## config.mk

```make
export PLATFORM = sky130hd
export DESIGN_NAME = k12a_mem_arbiter_flat
export DESIGN_NICKNAME = d
export VERILOG_FILES = /design/src/rtl/k12a_mem_arbiter_if.sv /design/src/rtl/k12a_mem_arbiter.sv /design/src/flat_wrapper.sv
export SDC_FILE = /design/constraint.sdc
export NUM_CORES = 1
export LEC_CHECK = 0
export CORE_MARGIN = 2
export CORE_UTILIZATION = 38
export DETAILED_ROUTE_END_ITERATION = 10
export GPL_TIMING_DRIVEN = 0
export PLACE_DENSITY = 0.87
export SKIP_CTS_REPAIR_TIMING = 1
export SLEW_MARGIN = 10
export SYNTH_ARGS = -nofsm -noshare
export SYNTH_HDL_FRONTEND = slang
export SYNTH_SLANG_ARGS = --single-unit
```

## constraint.sdc

```tcl
create_clock -name clock_i -period 1.9 [get_ports clock_i]
set_input_delay 0.38 -clock clock_i [delete_from_list [all_inputs] [get_ports clock_i]]
set_output_delay 0.38 -clock clock_i [all_outputs]
set_load 0.01 [all_outputs]
```

## src/rtl/k12a_mem_arbiter_if.sv

```systemverilog
// Bus bundle between the CPU/DMA requesters, the k12a arbiter and the async memory block.
// The slave modport is the arbiter's view; the master modport is the requester/memory side.
interface k12a_mem_arbiter_if;
   logic        cpu_req;
   logic        cpu_we;
   logic [15:0] cpu_addr;
   logic [7:0]  cpu_wdata;
   logic        cpu_ack;
   logic [7:0]  cpu_rdata;

   logic        dma_req;
   logic        dma_we;
   logic [15:0] dma_addr;
   logic [7:0]  dma_wdata;
   logic        dma_ack;
   logic [7:0]  dma_rdata;

   logic [15:0] mem_addr;
   logic        mem_addr_oe;
   logic [7:0]  mem_data_out;
   logic        mem_data_oe;
   logic [7:0]  mem_data_in;
   logic        mem_rom_ce_n;
   logic        mem_ram_ce_n;
   logic        mem_oe_n;
   logic        mem_we_n;
   logic        busy;

   modport slave (
      input  cpu_req, cpu_we, cpu_addr, cpu_wdata,
      output cpu_ack, cpu_rdata,
      input  dma_req, dma_we, dma_addr, dma_wdata,
      output dma_ack, dma_rdata,
      output mem_addr, mem_addr_oe, mem_data_out, mem_data_oe,
      input  mem_data_in,
      output mem_rom_ce_n, mem_ram_ce_n, mem_oe_n, mem_we_n, busy
   );

   modport master (
      output cpu_req, cpu_we, cpu_addr, cpu_wdata,
      input  cpu_ack, cpu_rdata,
      output dma_req, dma_we, dma_addr, dma_wdata,
      input  dma_ack, dma_rdata,
      input  mem_addr, mem_addr_oe, mem_data_out, mem_data_oe,
      output mem_data_in,
      input  mem_rom_ce_n, mem_ram_ce_n, mem_oe_n, mem_we_n, busy
   );
endinterface

```

## src/rtl/k12a_mem_arbiter.sv

```systemverilog
// CPU/DMA arbiter for the k12a ROM/RAM with programmable setup/pulse/hold strobe timing.
// Define K12A_MEM_ARB_ROUND_ROBIN_EN for round-robin; default build is fixed CPU priority.
//
// state    | meaning
// ST_IDLE  | no transaction; also the turnaround cycle in which ack is visible
// ST_SETUP | address and chip enable valid, oe_n/we_n high
// ST_PULSE | oe_n (read) or we_n (RAM write) low; read data sampled on last cycle
// ST_HOLD  | strobes released, address/ce/data held; ack issued on last cycle
module k12a_mem_arbiter #(
   parameter int unsigned SETUP_CYCLES = 1,
   parameter int unsigned PULSE_CYCLES = 2,
   parameter int unsigned HOLD_CYCLES  = 1
) (
   input logic               clock_i,
   input logic               reset_i,
   k12a_mem_arbiter_if.slave bus_if
);

   typedef enum logic [1:0] {ST_IDLE, ST_SETUP, ST_PULSE, ST_HOLD} state_t;

   localparam logic [3:0] SETUP_LD = 4'(SETUP_CYCLES - 1);
   localparam logic [3:0] PULSE_LD = 4'(PULSE_CYCLES - 1);
   localparam logic [3:0] HOLD_LD  = 4'(HOLD_CYCLES - 1);

   state_t      state_q, state_d;
   logic [3:0]  cnt_q, cnt_d;
   logic        op_we_q, op_we_d;
   logic        op_dma_q, op_dma_d;
   logic [15:0] op_addr_q, op_addr_d;
   logic [7:0]  op_wdata_q, op_wdata_d;
   logic [7:0]  rd_q, rd_d;
   logic [7:0]  cpu_rdata_q, cpu_rdata_d;
   logic [7:0]  dma_rdata_q, dma_rdata_d;
   logic        cpu_ack_q, cpu_ack_d;
   logic        dma_ack_q, dma_ack_d;
   logic        rom_ce_n_q, rom_ce_n_d;
   logic        ram_ce_n_q, ram_ce_n_d;
   logic        oe_n_q, oe_n_d;
   logic        we_n_q, we_n_d;
   logic        addr_oe_q, addr_oe_d;
   logic        data_oe_q, data_oe_d;
   logic        start_go;
   logic        grant_dma;

   // No grant while an ack is visible, so the ack cycle is always a bus turnaround.
   assign start_go = (state_q == ST_IDLE) && !cpu_ack_q && !dma_ack_q &&
                     (bus_if.cpu_req || bus_if.dma_req);

`ifdef K12A_MEM_ARB_ROUND_ROBIN_EN
   logic rr_dma_q, rr_dma_d;

   always_comb grant_dma = bus_if.dma_req && (!bus_if.cpu_req || rr_dma_q);

   always_comb begin
      rr_dma_d = rr_dma_q;
      if (start_go) rr_dma_d = !grant_dma;
   end

   always_ff @(posedge clock_i) begin
      if (reset_i) rr_dma_q <= 1'b0;
      else         rr_dma_q <= rr_dma_d;
   end
`else
   always_comb grant_dma = !bus_if.cpu_req;
`endif

   always_comb begin
      state_d     = state_q;
      cnt_d       = cnt_q;
      op_we_d     = op_we_q;
      op_dma_d    = op_dma_q;
      op_addr_d   = op_addr_q;
      op_wdata_d  = op_wdata_q;
      rd_d        = rd_q;
      cpu_rdata_d = cpu_rdata_q;
      dma_rdata_d = dma_rdata_q;
      cpu_ack_d   = 1'b0;
      dma_ack_d   = 1'b0;

      case (state_q)
         ST_IDLE: begin
            if (start_go) begin
               op_dma_d   = grant_dma;
               op_we_d    = grant_dma ? bus_if.dma_we    : bus_if.cpu_we;
               op_addr_d  = grant_dma ? bus_if.dma_addr  : bus_if.cpu_addr;
               op_wdata_d = grant_dma ? bus_if.dma_wdata : bus_if.cpu_wdata;
               state_d    = ST_SETUP;
               cnt_d      = SETUP_LD;
            end
         end
         ST_SETUP: begin
            if (cnt_q == 4'd0) begin
               state_d = ST_PULSE;
               cnt_d   = PULSE_LD;
            end else begin
               cnt_d = cnt_q - 4'd1;
            end
         end
         ST_PULSE: begin
            if (cnt_q == 4'd0) begin
               rd_d    = bus_if.mem_data_in;
               state_d = ST_HOLD;
               cnt_d   = HOLD_LD;
            end else begin
               cnt_d = cnt_q - 4'd1;
            end
         end
         ST_HOLD: begin
            if (cnt_q == 4'd0) begin
               state_d = ST_IDLE;
               if (op_dma_q) begin
                  dma_ack_d = 1'b1;
                  if (!op_we_q) dma_rdata_d = rd_q;
               end else begin
                  cpu_ack_d = 1'b1;
                  if (!op_we_q) cpu_rdata_d = rd_q;
               end
            end else begin
               cnt_d = cnt_q - 4'd1;
            end
         end
         default: state_d = ST_IDLE;
      endcase

      // Strobes are registered from the next state so they change cleanly on the edge.
      addr_oe_d  = (state_d != ST_IDLE);
      data_oe_d  = (state_d != ST_IDLE) && op_we_d;
      rom_ce_n_d = !((state_d != ST_IDLE) && !op_addr_d[15]);
      ram_ce_n_d = !((state_d != ST_IDLE) &&  op_addr_d[15]);
      oe_n_d     = !((state_d == ST_PULSE) && !op_we_d);
      we_n_d     = !((state_d == ST_PULSE) &&  op_we_d && op_addr_d[15]);
   end

   always_ff @(posedge clock_i) begin
      if (reset_i) begin
         state_q     <= ST_IDLE;
         cnt_q       <= 4'd0;
         op_we_q     <= 1'b0;
         op_dma_q    <= 1'b0;
         op_addr_q   <= 16'h0000;
         op_wdata_q  <= 8'h00;
         rd_q        <= 8'h00;
         cpu_rdata_q <= 8'h00;
         dma_rdata_q <= 8'h00;
         cpu_ack_q   <= 1'b0;
         dma_ack_q   <= 1'b0;
         rom_ce_n_q  <= 1'b1;
         ram_ce_n_q  <= 1'b1;
         oe_n_q      <= 1'b1;
         we_n_q      <= 1'b1;
         addr_oe_q   <= 1'b0;
         data_oe_q   <= 1'b0;
      end else begin
         state_q     <= state_d;
         cnt_q       <= cnt_d;
         op_we_q     <= op_we_d;
         op_dma_q    <= op_dma_d;
         op_addr_q   <= op_addr_d;
         op_wdata_q  <= op_wdata_d;
         rd_q        <= rd_d;
         cpu_rdata_q <= cpu_rdata_d;
         dma_rdata_q <= dma_rdata_d;
         cpu_ack_q   <= cpu_ack_d;
         dma_ack_q   <= dma_ack_d;
         rom_ce_n_q  <= rom_ce_n_d;
         ram_ce_n_q  <= ram_ce_n_d;
         oe_n_q      <= oe_n_d;
         we_n_q      <= we_n_d;
         addr_oe_q   <= addr_oe_d;
         data_oe_q   <= data_oe_d;
      end
   end

   assign bus_if.cpu_ack      = cpu_ack_q;
   assign bus_if.cpu_rdata    = cpu_rdata_q;
   assign bus_if.dma_ack      = dma_ack_q;
   assign bus_if.dma_rdata    = dma_rdata_q;
   assign bus_if.mem_addr     = op_addr_q;
   assign bus_if.mem_addr_oe  = addr_oe_q;
   assign bus_if.mem_data_out = op_wdata_q;
   assign bus_if.mem_data_oe  = data_oe_q;
   assign bus_if.mem_rom_ce_n = rom_ce_n_q;
   assign bus_if.mem_ram_ce_n = ram_ce_n_q;
   assign bus_if.mem_oe_n     = oe_n_q;
   assign bus_if.mem_we_n     = we_n_q;
   assign bus_if.busy         = (state_q != ST_IDLE);

endmodule

```

## src/flat_wrapper.sv

```systemverilog
// flat-port wrapper written by rule: the top's interface ports become plain ports
module k12a_mem_arbiter_flat 
#(
   parameter int unsigned SETUP_CYCLES = 1,
   parameter int unsigned PULSE_CYCLES = 2,
   parameter int unsigned HOLD_CYCLES  = 1
)
  (clock_i, reset_i, bus_if_cpu_req, bus_if_cpu_we, bus_if_cpu_addr, bus_if_cpu_wdata, bus_if_cpu_ack, bus_if_cpu_rdata, bus_if_dma_req, bus_if_dma_we, bus_if_dma_addr, bus_if_dma_wdata, bus_if_dma_ack, bus_if_dma_rdata, bus_if_mem_addr, bus_if_mem_addr_oe, bus_if_mem_data_out, bus_if_mem_data_oe, bus_if_mem_data_in, bus_if_mem_rom_ce_n, bus_if_mem_ram_ce_n, bus_if_mem_oe_n, bus_if_mem_we_n, bus_if_busy);
  k12a_mem_arbiter_if bus_if_i ();
  input logic clock_i;
  input logic reset_i;
  input wire logic [$bits(bus_if_i.cpu_req)-1:0] bus_if_cpu_req;
  input wire logic [$bits(bus_if_i.cpu_we)-1:0] bus_if_cpu_we;
  input wire logic [$bits(bus_if_i.cpu_addr)-1:0] bus_if_cpu_addr;
  input wire logic [$bits(bus_if_i.cpu_wdata)-1:0] bus_if_cpu_wdata;
  output wire logic [$bits(bus_if_i.cpu_ack)-1:0] bus_if_cpu_ack;
  output wire logic [$bits(bus_if_i.cpu_rdata)-1:0] bus_if_cpu_rdata;
  input wire logic [$bits(bus_if_i.dma_req)-1:0] bus_if_dma_req;
  input wire logic [$bits(bus_if_i.dma_we)-1:0] bus_if_dma_we;
  input wire logic [$bits(bus_if_i.dma_addr)-1:0] bus_if_dma_addr;
  input wire logic [$bits(bus_if_i.dma_wdata)-1:0] bus_if_dma_wdata;
  output wire logic [$bits(bus_if_i.dma_ack)-1:0] bus_if_dma_ack;
  output wire logic [$bits(bus_if_i.dma_rdata)-1:0] bus_if_dma_rdata;
  output wire logic [$bits(bus_if_i.mem_addr)-1:0] bus_if_mem_addr;
  output wire logic [$bits(bus_if_i.mem_addr_oe)-1:0] bus_if_mem_addr_oe;
  output wire logic [$bits(bus_if_i.mem_data_out)-1:0] bus_if_mem_data_out;
  output wire logic [$bits(bus_if_i.mem_data_oe)-1:0] bus_if_mem_data_oe;
  input wire logic [$bits(bus_if_i.mem_data_in)-1:0] bus_if_mem_data_in;
  output wire logic [$bits(bus_if_i.mem_rom_ce_n)-1:0] bus_if_mem_rom_ce_n;
  output wire logic [$bits(bus_if_i.mem_ram_ce_n)-1:0] bus_if_mem_ram_ce_n;
  output wire logic [$bits(bus_if_i.mem_oe_n)-1:0] bus_if_mem_oe_n;
  output wire logic [$bits(bus_if_i.mem_we_n)-1:0] bus_if_mem_we_n;
  output wire logic [$bits(bus_if_i.busy)-1:0] bus_if_busy;
  assign bus_if_i.cpu_req = bus_if_cpu_req;
  assign bus_if_i.cpu_we = bus_if_cpu_we;
  assign bus_if_i.cpu_addr = bus_if_cpu_addr;
  assign bus_if_i.cpu_wdata = bus_if_cpu_wdata;
  assign bus_if_cpu_ack = bus_if_i.cpu_ack;
  assign bus_if_cpu_rdata = bus_if_i.cpu_rdata;
  assign bus_if_i.dma_req = bus_if_dma_req;
  assign bus_if_i.dma_we = bus_if_dma_we;
  assign bus_if_i.dma_addr = bus_if_dma_addr;
  assign bus_if_i.dma_wdata = bus_if_dma_wdata;
  assign bus_if_dma_ack = bus_if_i.dma_ack;
  assign bus_if_dma_rdata = bus_if_i.dma_rdata;
  assign bus_if_mem_addr = bus_if_i.mem_addr;
  assign bus_if_mem_addr_oe = bus_if_i.mem_addr_oe;
  assign bus_if_mem_data_out = bus_if_i.mem_data_out;
  assign bus_if_mem_data_oe = bus_if_i.mem_data_oe;
  assign bus_if_i.mem_data_in = bus_if_mem_data_in;
  assign bus_if_mem_rom_ce_n = bus_if_i.mem_rom_ce_n;
  assign bus_if_mem_ram_ce_n = bus_if_i.mem_ram_ce_n;
  assign bus_if_mem_oe_n = bus_if_i.mem_oe_n;
  assign bus_if_mem_we_n = bus_if_i.mem_we_n;
  assign bus_if_busy = bus_if_i.busy;
  k12a_mem_arbiter #(.SETUP_CYCLES(SETUP_CYCLES), .PULSE_CYCLES(PULSE_CYCLES), .HOLD_CYCLES(HOLD_CYCLES)) u_core (.clock_i(clock_i), .reset_i(reset_i), .bus_if(bus_if_i));
endmodule
```

# == Yosys cells after proc, flatten, opt, wreduce, memory -nomap -nowiden ==
# Cells that the tools add are included.
# totals
wordCells,77
ramBits,0
inputBits,62
register_bits,64
latchBits,0
romBits,0
n_memories,0
# classes
n_addsub,1
n_eq_ne,6
shifts,0
reduce_logical,29
n_mul,0
muxes,19
n_lt_le_gt_ge,0
div,0
bitwise,4
# op_table
operator,n
$mux 16,3
$mux 4,4
$pmux 4 s4,1
$logic_and 1x1->1,9
$logic_not 1->1,9
$mux 2,4
$mux 8,1
$pmux 2 s4,1
$reduce_and 4->1,2
$eq 2x2->1 const B,3
$reduce_and 2->1,3
$mux 1,5
$logic_not 4->1,1
$not 1->1,4
$reduce_bool 2->1,2
$sub 4x1->4 const B,1
$reduce_or 3->1,1
$eq 2x1->1 const B,1
$logic_not 2->1,1
$ne 2x1->1 const B,1
$ne 2x2->1 const B,1
$logic_or 1x1->1,1

# == Longest topological paths before layout ==
# depth
word_depth,10
ltp_mapped,8
ltp_nobuf,6

# == Worst setup path before layout ==
# OpenSTA, ideal clock, no wires.
# synth_path
kind,register to register
start,register u_core.cnt_q[0]
end,register u_core.cpu_rdata_q[5] (netlist: u_core.bus_if.cpu_rdata[5])
n_path_buf,2
stages_incl_launch_ff,9
setup_ps,128
setup_slack_ps,-46
arrival_ps,1819
cell_sequence,dfxtp_1 inv_1 ha_1 or3b_1 buf_2 or4_4 buf_6 mux2i_1 nor2_1
# synth_via
elab_chain_cells,2
# synth_rtl
item,line_no,text
from (decl),k12a_mem_arbiter.sv:26,"logic [3:0] cnt_q, cnt_d;"
from (signal assigned),k12a_mem_arbiter.sv:155,cnt_q <= cnt_d;
$logic_not 4->1,k12a_mem_arbiter.sv:109,if (cnt_q == 4'd0) begin
$reduce_and 4->1 (no line),--,
to (signal assigned),k12a_mem_arbiter.sv:161,cpu_rdata_q <= cpu_rdata_d;
to (decl),k12a_mem_arbiter.sv:32,"logic [7:0] cpu_rdata_q, cpu_rdata_d;"
# Every way passes these cells.
# A chain may end at the register's enable or synchronous reset.

# == Worst setup path after layout ==
# layout_path
start,register u_core.cnt_q[1]
end,register u_core.cpu_rdata_q[4] (netlist: u_core.bus_if.cpu_rdata[4])
# Same word-level chain as after synthesis.

==> impl_metrics.tcl <==
set metrics [dict create \
    core_area_um2 6681 \
    drtAntennaViolNets 0 \
    cts_sinks 64 \
    avgSynthCellArea_um2 9.548 \
    die_area_um2 7485 \
    grt_overflow 0 \
    drc 0 \
    drtPass1Iterations 6 \
    fin_ws_ns -0.08925 \
    vias 2474 \
    worstPathArrival_ns 2.18 \
    start_kind "flip-flop" \
    worst_hold_startpoint "u_core.rd_q[2]" \
    synthDistinctLibCells 30 \
    period_share_pct 104.7 \
    cts-buffers-inserted 9 \
    hold_viol_final 0 \
    worst_pin_slew_ns 0.7213 \
    status "finished with violations" \
    skew_ns 0.01003 \
    whs_ns 0.4759 \
    slew_headroom_pct 51.91 \
    hpwlAfterDp_um 5206 \
    die_width_um 86.52 \
    clkTransAtPathRegs_ns 0.07 \
    drv_slew 0 \
    htree_levels 3 \
    cp.required_ns 2.09 \
    synth-warning-count 0 \
    synth_cells 271 \
    nNetsFinal 458 \
    cap_viol_max_count 0 \
    ioPinCount 111 \
    vdd_drop_max_v 0.0007299 \
    wire_per_inst_um 14.77 \
    hold_path_depth 2 \
    synth_area_um2 2587 \
    layout_common_cells "clkdlybuf4s50_1 (107), dfxtp_1 (60), nor2_1 (46), mux2i_1 (41), a211oi_1 (26)" \
    antenna_cells 0 \
    tritoncts "built" \
    worst-r2r-setup-slack_ns -0.09 \
    hold_end "u_core.rd_q[2]" \
    synth_seq_cells 64 \
    start_util_pct 38.73 \
    grt_max_degree 12 \
    yosysSeqAreaShare_pct 49.52 \
    io_buffers 108 \
    p_per_area_nw_per_um2 1302 \
    hp-class "reg -> reg" \
    layoutNonFillerInstCount 479 \
    cts.root.buffer_cell "clkbuf_8" \
    final_common_cell "clkdlybuf4s50_1" \
    setup_tns_ns -0.8213 \
    grt_usage_pct 18.83 \
    syn-num-nets 335 \
    antenna_found_initial 0 \
    violations "negative setup slack" \
    die_y_um 86.52 \
    grt_pass1_vias 2416 \
    drt_wl_total_um 7076 \
    gp_congestion 0.8290 \
    rsz0062_at_grt "true" \
    drt_iter0_drc 50 \
    p_leak_uw 0.001594 \
    clkLatencyLatePin_ns 0.33 \
    dp_cells 459 \
    clock_path_buffers 2 \
    crit_path_end_kind "flip-flop" \
    worstReg2RegStart "u_core.cnt_q[1]" \
    rr_worst_depth 7 \
    period_minus_slack_ns 1.989 \
    crit_type "reg -> reg" \
    dpl-instance-area_um2 3779 \
    fin_area_um2 4016 \
    drive_above_1_share_pct 10.53 \
    syn_to_final_growth_pct 55.22 \
    rows 30 \
    vias_per_cell 5.165 \
    grt_pass1_wl_um 10950 \
    worstReg2RegEnd "u_core.bus_if.cpu_rdata[4]" \
    setup_viol 16 \
    fmaxAchievable_mhz 502.7 \
    path_max_fanout 8 \
]
## state kept, by name, summed over array words and instances (netlist names), 2 cells and up
name / cells
u_core.rd_q: 8
u_core.bus_if.cpu_rdata: 8
u_core.bus_if.mem_data_out: 8
u_core.cnt_q: 4
u_core.bus_if.dma_rdata: 8
u_core.state_q: 2
u_core.bus_if.mem_addr: 16
## critical path, stage by stage (launching register included)
cell and delay [ns]:
dfxtp_2 0.34, inv_2 0.08, ha_4 0.14, or3b_1 0.36
buf_6 0.15, or4_4 0.53, mux2i_1 0.19, nor2_1 0.06
## metrics by stage
step | util, % | setup slack (ns) | total power, µW
after floorplan | - | 0.01831 | 3153
after global placement | 56.55 | -0.1608 | 4057
after detailed placement | 56.55 | -0.1956 | 4130
after CTS | 59.01 | -0.1937 | 5105
after global routing | 60.11 | -0.1496 | 5573
final | 60.11 | -0.08925 | 5227
## final cells by class
cell class              count  area, µm²
repair buffers            113       1121
inverters                   3      11.26
fillers                   587       2665
clock buffers              10      127.6
clock inverters             6      36.28
well taps                  80      100.1
multi-input cells         184       1240
plain buffers              19      93.84
flip-flops and latches     64       1286
## worst max path at each step
stage | slack [ns] | endpoint | cells past startpoint | startpoint
2_1_floorplan | 0.02 | u_core.bus_if.dma_rdata[0] | 8 | u_core.cnt_q[1]
3_3_place_gp | -0.16 | u_core.bus_if.dma_rdata[4] | 8 | u_core.cnt_q[1]
3_5_place_dp | -0.20 | u_core.bus_if.mem_data_out[3] | 6 | bus_if_dma_req
4_1_cts | -0.19 | u_core.bus_if.dma_rdata[2] | 8 | u_core.cnt_q[1]
5_1_grt | -0.15 | u_core.bus_if.cpu_rdata[6] | 7 | u_core.cnt_q[0]
6_report | -0.09 | u_core.bus_if.cpu_rdata[4] | 7 | u_core.cnt_q[1]
## layer usage
| metal | track usage, % | up-vias | routed length (µm) |
|---|---|---|---|
| met1 | 21.43 | 1162 | 3023 |
| met5 | 0 | - | 0 |
| li1 | - | 1201 | - |
| met3 | 4.952 | 4 | 538 |
| met4 | 8.381 | 0 | 26 |
| met2 | 33.01 | 107 | 3487 |
## where the power goes
group / internal [µW] / switching (µW)
sequential: 1700 / 253
clock: 466 / 503
combinational: 1150 / 1160
## logic make-up (layout without fill, tap and decap cells)
family,count (synthesis),count (layout),share of synthesized area (%)
flip-flops,64,64,49.52
adder cells (fa/ha/maj),2,2,0.9670
buffers and inverters,23,151,4.014
AND/OR/NAND/NOR,93,93,16.97
multiplexers,43,43,16.73
AO/OA/AOI/OAI,46,46,11.80
## synthesized netlist by cell type, drive strengths merged
cell    number  area [µm²]
a211oi      26       195.2
a21oi       13       65.06
a221oi       1       8.760
a31oi        2       12.51
and3         2       12.51
buf          9       51.30
clkbuf      11       41.29
dfxtp       64        1281
ha           2       25.02
inv          3       11.26
mux2         2       22.52
mux2i       41       410.4
nand2       17       63.81
nand2b       2       12.51
nand3        9       45.04
nand4b       1       8.760
nor2        47       178.9
nor2b        3       18.77
nor3         4       20.02
nor3b        2       15.01
nor4         1       21.27
nor4b        1       8.760
o21ai        3       15.01
o31a         1       8.760
or3          1       6.260
or3b         1       8.760
or4          2       18.77
No activity file was read; power rests on OpenSTA's default activity.
